File: config.mk
export PLATFORM = sky130hd
export DESIGN_NAME = pwm_fade_ctrl
export DESIGN_NICKNAME = d
export VERILOG_FILES = /design/src/rtl/pwm_fade_ctrl.sv
export SDC_FILE = /design/constraint.sdc
export NUM_CORES = 1
export LEC_CHECK = 0
export BUFFER_PORTS_ARGS = -buffer_cell sky130_fd_sc_hd__clkbuf_2
export CAP_MARGIN = 40
export CORE_MARGIN = 4
export CORE_UTILIZATION = 38
export DETAILED_ROUTE_END_ITERATION = 8
export GPL_TIMING_DRIVEN = 0
export MAX_ROUTING_LAYER = met4
export PLACE_DENSITY = 0.6
export SLEW_MARGIN = 0
export SYNTH_ARGS = -nofsm -noshare
export SYNTH_HDL_FRONTEND = slang
export SYNTH_SLANG_ARGS = --single-unit
File: constraint.sdc
create_clock -name clk_i -period 13.25 [get_ports clk_i]
set_input_delay 0.6625 -clock clk_i [delete_from_list [all_inputs] [get_ports clk_i]]
set_output_delay 0.6625 -clock clk_i [all_outputs]
set_load 0.05 [all_outputs]
File: src/rtl/pwm_fade_ctrl.sv
// Fade sequencer: steps each PWM channel's pulse width toward a software target,
// one LSB per prescaler tick, and forwards the resulting writes to the PWM bank.
module pwm_fade_ctrl #(
  parameter int unsigned NumCh    = 12,
  parameter int unsigned CtrSize  = 8,
  parameter int unsigned BusWidth = 32
) (
  input  logic                clk_i,
  input  logic                rst_i,
  input  logic                device_req_i,
  input  logic [BusWidth-1:0] device_addr_i,
  input  logic                device_we_i,
  input  logic [3:0]          device_be_i,
  input  logic [BusWidth-1:0] device_wdata_i,
  output logic                device_rvalid_o,
  output logic [BusWidth-1:0] device_rdata_o,
  output logic                pwm_req_o,
  output logic [BusWidth-1:0] pwm_addr_o,
  output logic                pwm_we_o,
  output logic [3:0]          pwm_be_o,
  output logic [BusWidth-1:0] pwm_wdata_o,
  input  logic                pwm_gnt_i
);

  localparam int unsigned ChW  = (NumCh > 1) ? $clog2(NumCh) : 1;
  localparam int unsigned PerW = 16;
  localparam logic [9:0] AddrCtrl   = 10'h100;
  localparam logic [9:0] AddrPeriod = 10'h104;
  localparam logic [9:0] AddrMaxctr = 10'h108;
  localparam logic [9:0] AddrStatus = 10'h10C;

  typedef enum logic [1:0] {IDLE, INIT, SCAN, WRITE} state_e;

  state_e               state_q, state_d;
  logic [ChW-1:0]       ch_q, ch_d;
  logic [CtrSize-1:0]   target_q  [NumCh];
  logic [CtrSize-1:0]   current_q [NumCh];
  logic                 en_q, init_done_q, tick_pend_q;
  logic [PerW-1:0]      period_q, presc_q;
  logic [CtrSize-1:0]   maxctr_q;

  logic [9:0]           addr;
  logic                 dev_wr, is_ch, en_clr, tick, last_ch;
  logic [ChW-1:0]       idx;
  logic [BusWidth-1:0]  rdata_c;
  logic                 init_set, pend_clr, cur_upd;
  logic [CtrSize-1:0]   cur_new;
  logic                 req_d;
  logic [BusWidth-1:0]  addr_d, wdata_d;
  logic                 unused_bits;

  assign addr    = device_addr_i[9:0];
  assign dev_wr  = device_req_i & device_we_i;
  assign is_ch   = (addr[9:8] == 2'b00) && (32'(addr[7:3]) < NumCh);
  assign idx     = ChW'(addr[7:3]);
  assign en_clr  = dev_wr && (addr == AddrCtrl) && !device_wdata_i[0];
  assign last_ch = (ch_q == ChW'(NumCh - 1));
  assign tick    = en_q && init_done_q &&
                   ((period_q <= PerW'(1)) || (presc_q >= period_q - PerW'(1)));

  assign pwm_we_o    = pwm_req_o;
  assign pwm_be_o    = 4'hF;
  assign unused_bits = ^{device_be_i, device_addr_i[BusWidth-1:10], device_wdata_i[BusWidth-1:PerW]};

  // Register read mux, sampled into rdata on the request cycle
  always_comb begin
    rdata_c = '0;
    if (is_ch) begin
      rdata_c = BusWidth'(addr[2] ? current_q[idx] : target_q[idx]);
    end else begin
      case (addr)
        AddrCtrl:   rdata_c = BusWidth'(en_q);
        AddrPeriod: rdata_c = BusWidth'(period_q);
        AddrMaxctr: rdata_c = BusWidth'(maxctr_q);
        AddrStatus: rdata_c = BusWidth'({init_done_q, state_q != IDLE});
        default:    rdata_c = '0;
      endcase
    end
  end

  always_ff @(posedge clk_i or posedge rst_i) begin
    if (rst_i) begin
      device_rvalid_o <= 1'b0;
      device_rdata_o  <= '0;
    end else begin
      device_rvalid_o <= device_req_i;
      if (device_req_i) device_rdata_o <= rdata_c;
    end
  end

  // Software-visible registers and the live pulse widths
  always_ff @(posedge clk_i or posedge rst_i) begin
    if (rst_i) begin
      for (int i = 0; i < NumCh; i++) begin
        target_q[i]  <= '0;
        current_q[i] <= '0;
      end
      en_q     <= 1'b0;
      period_q <= '0;
      maxctr_q <= '0;
    end else begin
      if (dev_wr) begin
        if (is_ch && !addr[2]) target_q[idx] <= device_wdata_i[CtrSize-1:0];
        case (addr)
          AddrCtrl:   en_q     <= device_wdata_i[0];
          AddrPeriod: period_q <= device_wdata_i[PerW-1:0];
          AddrMaxctr: maxctr_q <= device_wdata_i[CtrSize-1:0];
          default: ;
        endcase
      end
      if (cur_upd) current_q[ch_q] <= cur_new;
    end
  end

  // Prescaler, coalescing tick flag and init status; disabling clears all three
  always_ff @(posedge clk_i or posedge rst_i) begin
    if (rst_i) begin
      presc_q     <= '0;
      tick_pend_q <= 1'b0;
      init_done_q <= 1'b0;
    end else if (en_clr) begin
      presc_q     <= '0;
      tick_pend_q <= 1'b0;
      init_done_q <= 1'b0;
    end else begin
      if (!(en_q && init_done_q) || tick) presc_q <= '0;
      else                                presc_q <= presc_q + PerW'(1);
      if (tick)          tick_pend_q <= 1'b1;
      else if (pend_clr) tick_pend_q <= 1'b0;
      if (init_set) init_done_q <= 1'b1;
    end
  end

  always_ff @(posedge clk_i or posedge rst_i) begin
    if (rst_i) begin
      state_q <= IDLE;
      ch_q    <= '0;
    end else begin
      state_q <= state_d;
      ch_q    <= ch_d;
    end
  end

  // Next state, channel pointer and the request the next state presents
  always_comb begin
    state_d  = state_q;
    ch_d     = ch_q;
    init_set = 1'b0;
    pend_clr = 1'b0;
    cur_upd  = 1'b0;
    cur_new  = current_q[ch_q];
    req_d    = 1'b0;
    addr_d   = '0;
    wdata_d  = '0;
    case (state_q)
      IDLE: begin
        if (en_q && !init_done_q) begin
          state_d = INIT;
          ch_d    = '0;
        end else if (en_q && tick_pend_q) begin
          pend_clr = 1'b1;
          state_d  = SCAN;
          ch_d     = '0;
        end
      end
      INIT: begin
        if (pwm_gnt_i) begin
          if (!en_q) begin
            state_d = IDLE;
          end else if (last_ch) begin
            init_set = 1'b1;
            state_d  = IDLE;
          end else begin
            ch_d = ch_q + ChW'(1);
          end
        end
      end
      SCAN: begin
        if (!en_q) begin
          state_d = IDLE;
        end else if (current_q[ch_q] != target_q[ch_q]) begin
          cur_upd = 1'b1;
          cur_new = (current_q[ch_q] < target_q[ch_q]) ? current_q[ch_q] + CtrSize'(1)
                                                       : current_q[ch_q] - CtrSize'(1);
          state_d = WRITE;
        end else if (last_ch) begin
          state_d = IDLE;
        end else begin
          ch_d = ch_q + ChW'(1);
        end
      end
      WRITE: begin
        if (pwm_gnt_i) begin
          if (!en_q || last_ch) begin
            state_d = IDLE;
          end else begin
            state_d = SCAN;
            ch_d    = ch_q + ChW'(1);
          end
        end
      end
      default: state_d = IDLE;
    endcase
    if (state_d == INIT) begin
      req_d   = 1'b1;
      addr_d  = (BusWidth'(ch_d) << 3) + BusWidth'(4);
      wdata_d = BusWidth'(maxctr_q);
    end else if (state_d == WRITE) begin
      req_d   = 1'b1;
      addr_d  = BusWidth'(ch_d) << 3;
      wdata_d = BusWidth'(cur_new);
    end
  end

  // Request fields are frozen while a request waits for grant
  always_ff @(posedge clk_i or posedge rst_i) begin
    if (rst_i) begin
      pwm_req_o   <= 1'b0;
      pwm_addr_o  <= '0;
      pwm_wdata_o <= '0;
    end else if (!(pwm_req_o && !pwm_gnt_i)) begin
      pwm_req_o   <= req_d;
      pwm_addr_o  <= addr_d;
      pwm_wdata_o <= wdata_d;
    end
  end

endmodule

==> results.tsv <==
metric	value	unit
WP data required	13.68	ns
# Post-CTS Setup Buffers	0	
post-place setup slack	6.59	ns
ANT nets after route	0	
startpoint types	flop	
critical path's largest stage delay	0.64	ns
placed cell area	17000	sq um
uppermost layer routed	met4	
most common cell after layout, fill and taps aside	dfrtp_1	
Adder-Cell Fraction of Synth Area	3.08	%
outcome	complete, no violations	
multi-input logic area	8100	sq um
fraction of power consumed by combinational cells	24.7	%
sequential element share of the synthesized area	43.4	%
core area	40800	sq um
Synth top area share	43.4	%
setup tns final	0	ns
CTS Sinks	272	
post-layout min period	6.79	ns
Simple-Gate Fraction of Synth Area	9.17	%
antenna cells	0	
Post-CTS Resized	0	
P_int	1540	uW
Port Buffers	59	
Cell Area, Synth	15700	sq um
clock buffer depth	3	
initial antenna violation count	0	
DR vias/cell	5.46	
Leakage	0.00854	uW
pin count of the biggest net entering global routing	103	
R2R depth	22	
yosys warns	0	
H-tree depth	1	
Clock power frac	37.6	%
largest family of logic cells by synthesized area	multiplexers	
Top Ports	176	
Finish-stage setup viols	0	
met3 WL	3.18	mm
post-synthesis xor/xnor area fraction	2.17	%
drt drc	0	
mux cell area share after synthesis	25.9	%
clock slew at reported path FFs	0.07	ns
root buf cell	clkbuf_16	
Reg area	6810	sq um
Power Density	128	nW/um^2
post-synthesis register bit count	272	
Synth Flop Type	dfrtp_1	
Placement Rows	74	
Avg Inst Size Synth	11.6	sq um
setup ws final	6.46	ns
critical path endpoint category	flop	
Synth Area in Compound Gates	9.59	%
Mapped Cells	1351	
Slew HR	40.9	%
R2R setup slack	6.46	ns
final hold vios	0	
Die Y	211	um
switching share of total power	33.0	%
Setup CP Type	flop to flop	
die area	44600	sq um
drt pass-1 iters	5	
Slew @ Worst Pin	0.886	ns
nets	1626	
HPWL after DPL	31.9	mm
Worst Hold Class	primary input to asynchronous set/reset pin	
Max-Cap Viols	0	
wl on met1	19.0	mm
design area	18000	sq um
CP cell instances	buf_4 > buf_4 > buf_2 > buf_2 > buf_1 > mux4_2 > mux2i_1 > nor2_1 > a21oi_1 > ha_1 > a21o_1 > a21o_1 > a211o_1 > fa_1 > a21o_1 > a21oi_1 > o21bai_1 > a21oi_1 > xnor2_1 > mux2i_4 > a2bb2oi_1 > o21ai_0	
worst skew pair latency	0.58	ns
WL final	44.4	mm
Total GRT Usage	20.3	%
leading post-synthesis cells by cell area	dfrtp_1, mux4_2, mux2_2	
Fillers	3788	
Seq pwr share	37.7	%
TritonCTS clock tree	yes	
Async SR Flop Fraction	100	%
CP top delay family	compound AO/OA/AOI/OAI gates	
first-pass GRT wire length	68.0	mm
CTS Buf Count	31	
Die Width	211	um
Distinct cells, synth	72	
EDFF count, synth	0	
Final Max Slew Viols	0	
VDD IR max	0.0845	mV
CP max-delay cell	buf_1	
Yosys top cell by area	dfrtp_1	
vias in the first global route	11121	
Via Count	11308	
critical path peak fanout	10	
met2 WL post-DR	20.6	mm
RSZ-0062 raised after global routing	no	
Sw Pwr	760	uW
Min Hold Slack	0.172	ns
CTS Hold Buffers Added	0	
Iter 0 DRT Violations	954	
initial core utilization	38.4	%
Critical Path AT	7.22	ns
routability cong.	0.898	
Buf/Inv on CP	5	
layout cells sized above 1	31.9	%
RR Startpoint	ch_q[1]	
total gr overflow	0	
highest-count cells in the layout ignoring fill and taps	dfrtp_1, nand2_1, mux2_2	
Clock Skew	0.0152	ns
RR Endpoint	pwm_wdata_o[6]	
P&R area growth vs syn	14.8	%
average wire per standard cell	21.4	um
Fmax	147	MHz
fin crit share	51.2	%
==> Yosys cell counts (4+ instances only) <==
cell / number
nor2_1: 84
a22oi_1: 9
mux2i_1: 34
nand2_1: 152
o21ai_0: 92
nor3_1: 5
o21ai_1: 13
inv_1: 26
buf_6: 6
mux4_1: 7
buf_2: 31
nand3_1: 16
dfrtp_1: 272
nand3b_1: 5
clkbuf_1: 36
o21ai_2: 19
a21o_1: 10
a221oi_1: 4
nor2b_1: 8
a211oi_1: 10
xnor2_1: 20
mux4_2: 90
mux2_2: 129
xor2_1: 17
a21oi_1: 44
a22o_1: 11
nand4_1: 12
and3_1: 11
ha_1: 37
buf_4: 76
buf_1: 5
==> layout make-up <==
class	count	area share [%]
timing repair buffer	62	2.01
tap	532	3.69
clock buffer	45	5.04
clock inverter	13	0.681
multi-input combinational	967	44.9
inverter	27	0.604
buffer	154	5.26
sequential	272	37.8
==> worst max-delay path by stage <==
stage | startpoint | end | slack, ns | cells after the start
after global placement | rst_i | target_q[37] | 2.01 | 2
after CTS | ch_q[1] | pwm_wdata_o[6] | 6.57 | 22
final | ch_q[1] | pwm_wdata_o[6] | 6.46 | 22
after floorplan | rst_i | ch_q[0] | 5.09 | 1
after global routing | ch_q[1] | pwm_wdata_o[6] | 6.17 | 22
after detailed placement | ch_q[1] | pwm_wdata_o[6] | 6.59 | 22
==> per-stage QoR <==
step / cells / power, uW / utilization [%]
final: 2072 / 2300 / 44.1
after global routing: 2072 / 2390 / 44.1
after CTS: 2072 / 2320 / 44.1
after detailed placement: 2014 / 1450 / 41.6
after global placement: 2011 / 1440 / 41.4
after floorplan: 1420 / 1280 / -
==> state kept, by name (all words and copies together), names as in the netlist, 4 cells and up <==
signal and cells:
pwm_addr_o 5, ch_q 4, period_q 16, current_q 96, maxctr_q 8, device_rdata_o 16
pwm_wdata_o 8, target_q 96, presc_q 16
==> layer usage <==
| metal | track usage [%] | vias up |
|---|---|---|
| met1 | 27.1 | 5671 |
| met3 | 3.92 | 98 |
| met4 | 6.73 | 0 |
| met5 | - | - |
| li1 | - | 5091 |
| met2 | 31.3 | 448 |
==> power groups by stage <==
stage          clock network (uW)  logic, uW  registers (uW)
6_report                      866        570             868
5_1_grt                       916        606             870
3_3_place_gp                    0        559             883
3_5_place_dp                    0        568             883
4_1_cts                       883        568             868
2_1_floorplan                   0        380             903
==> cells by family after synthesis <==
logic type,after synthesis
buf+inv,181
flops,272
fa+ha+maj,38
compound gates,236
mux,263
simple gates,321
other cells,2
xor+xnor,38
Note: power is estimated with default switching activity, not from simulation.
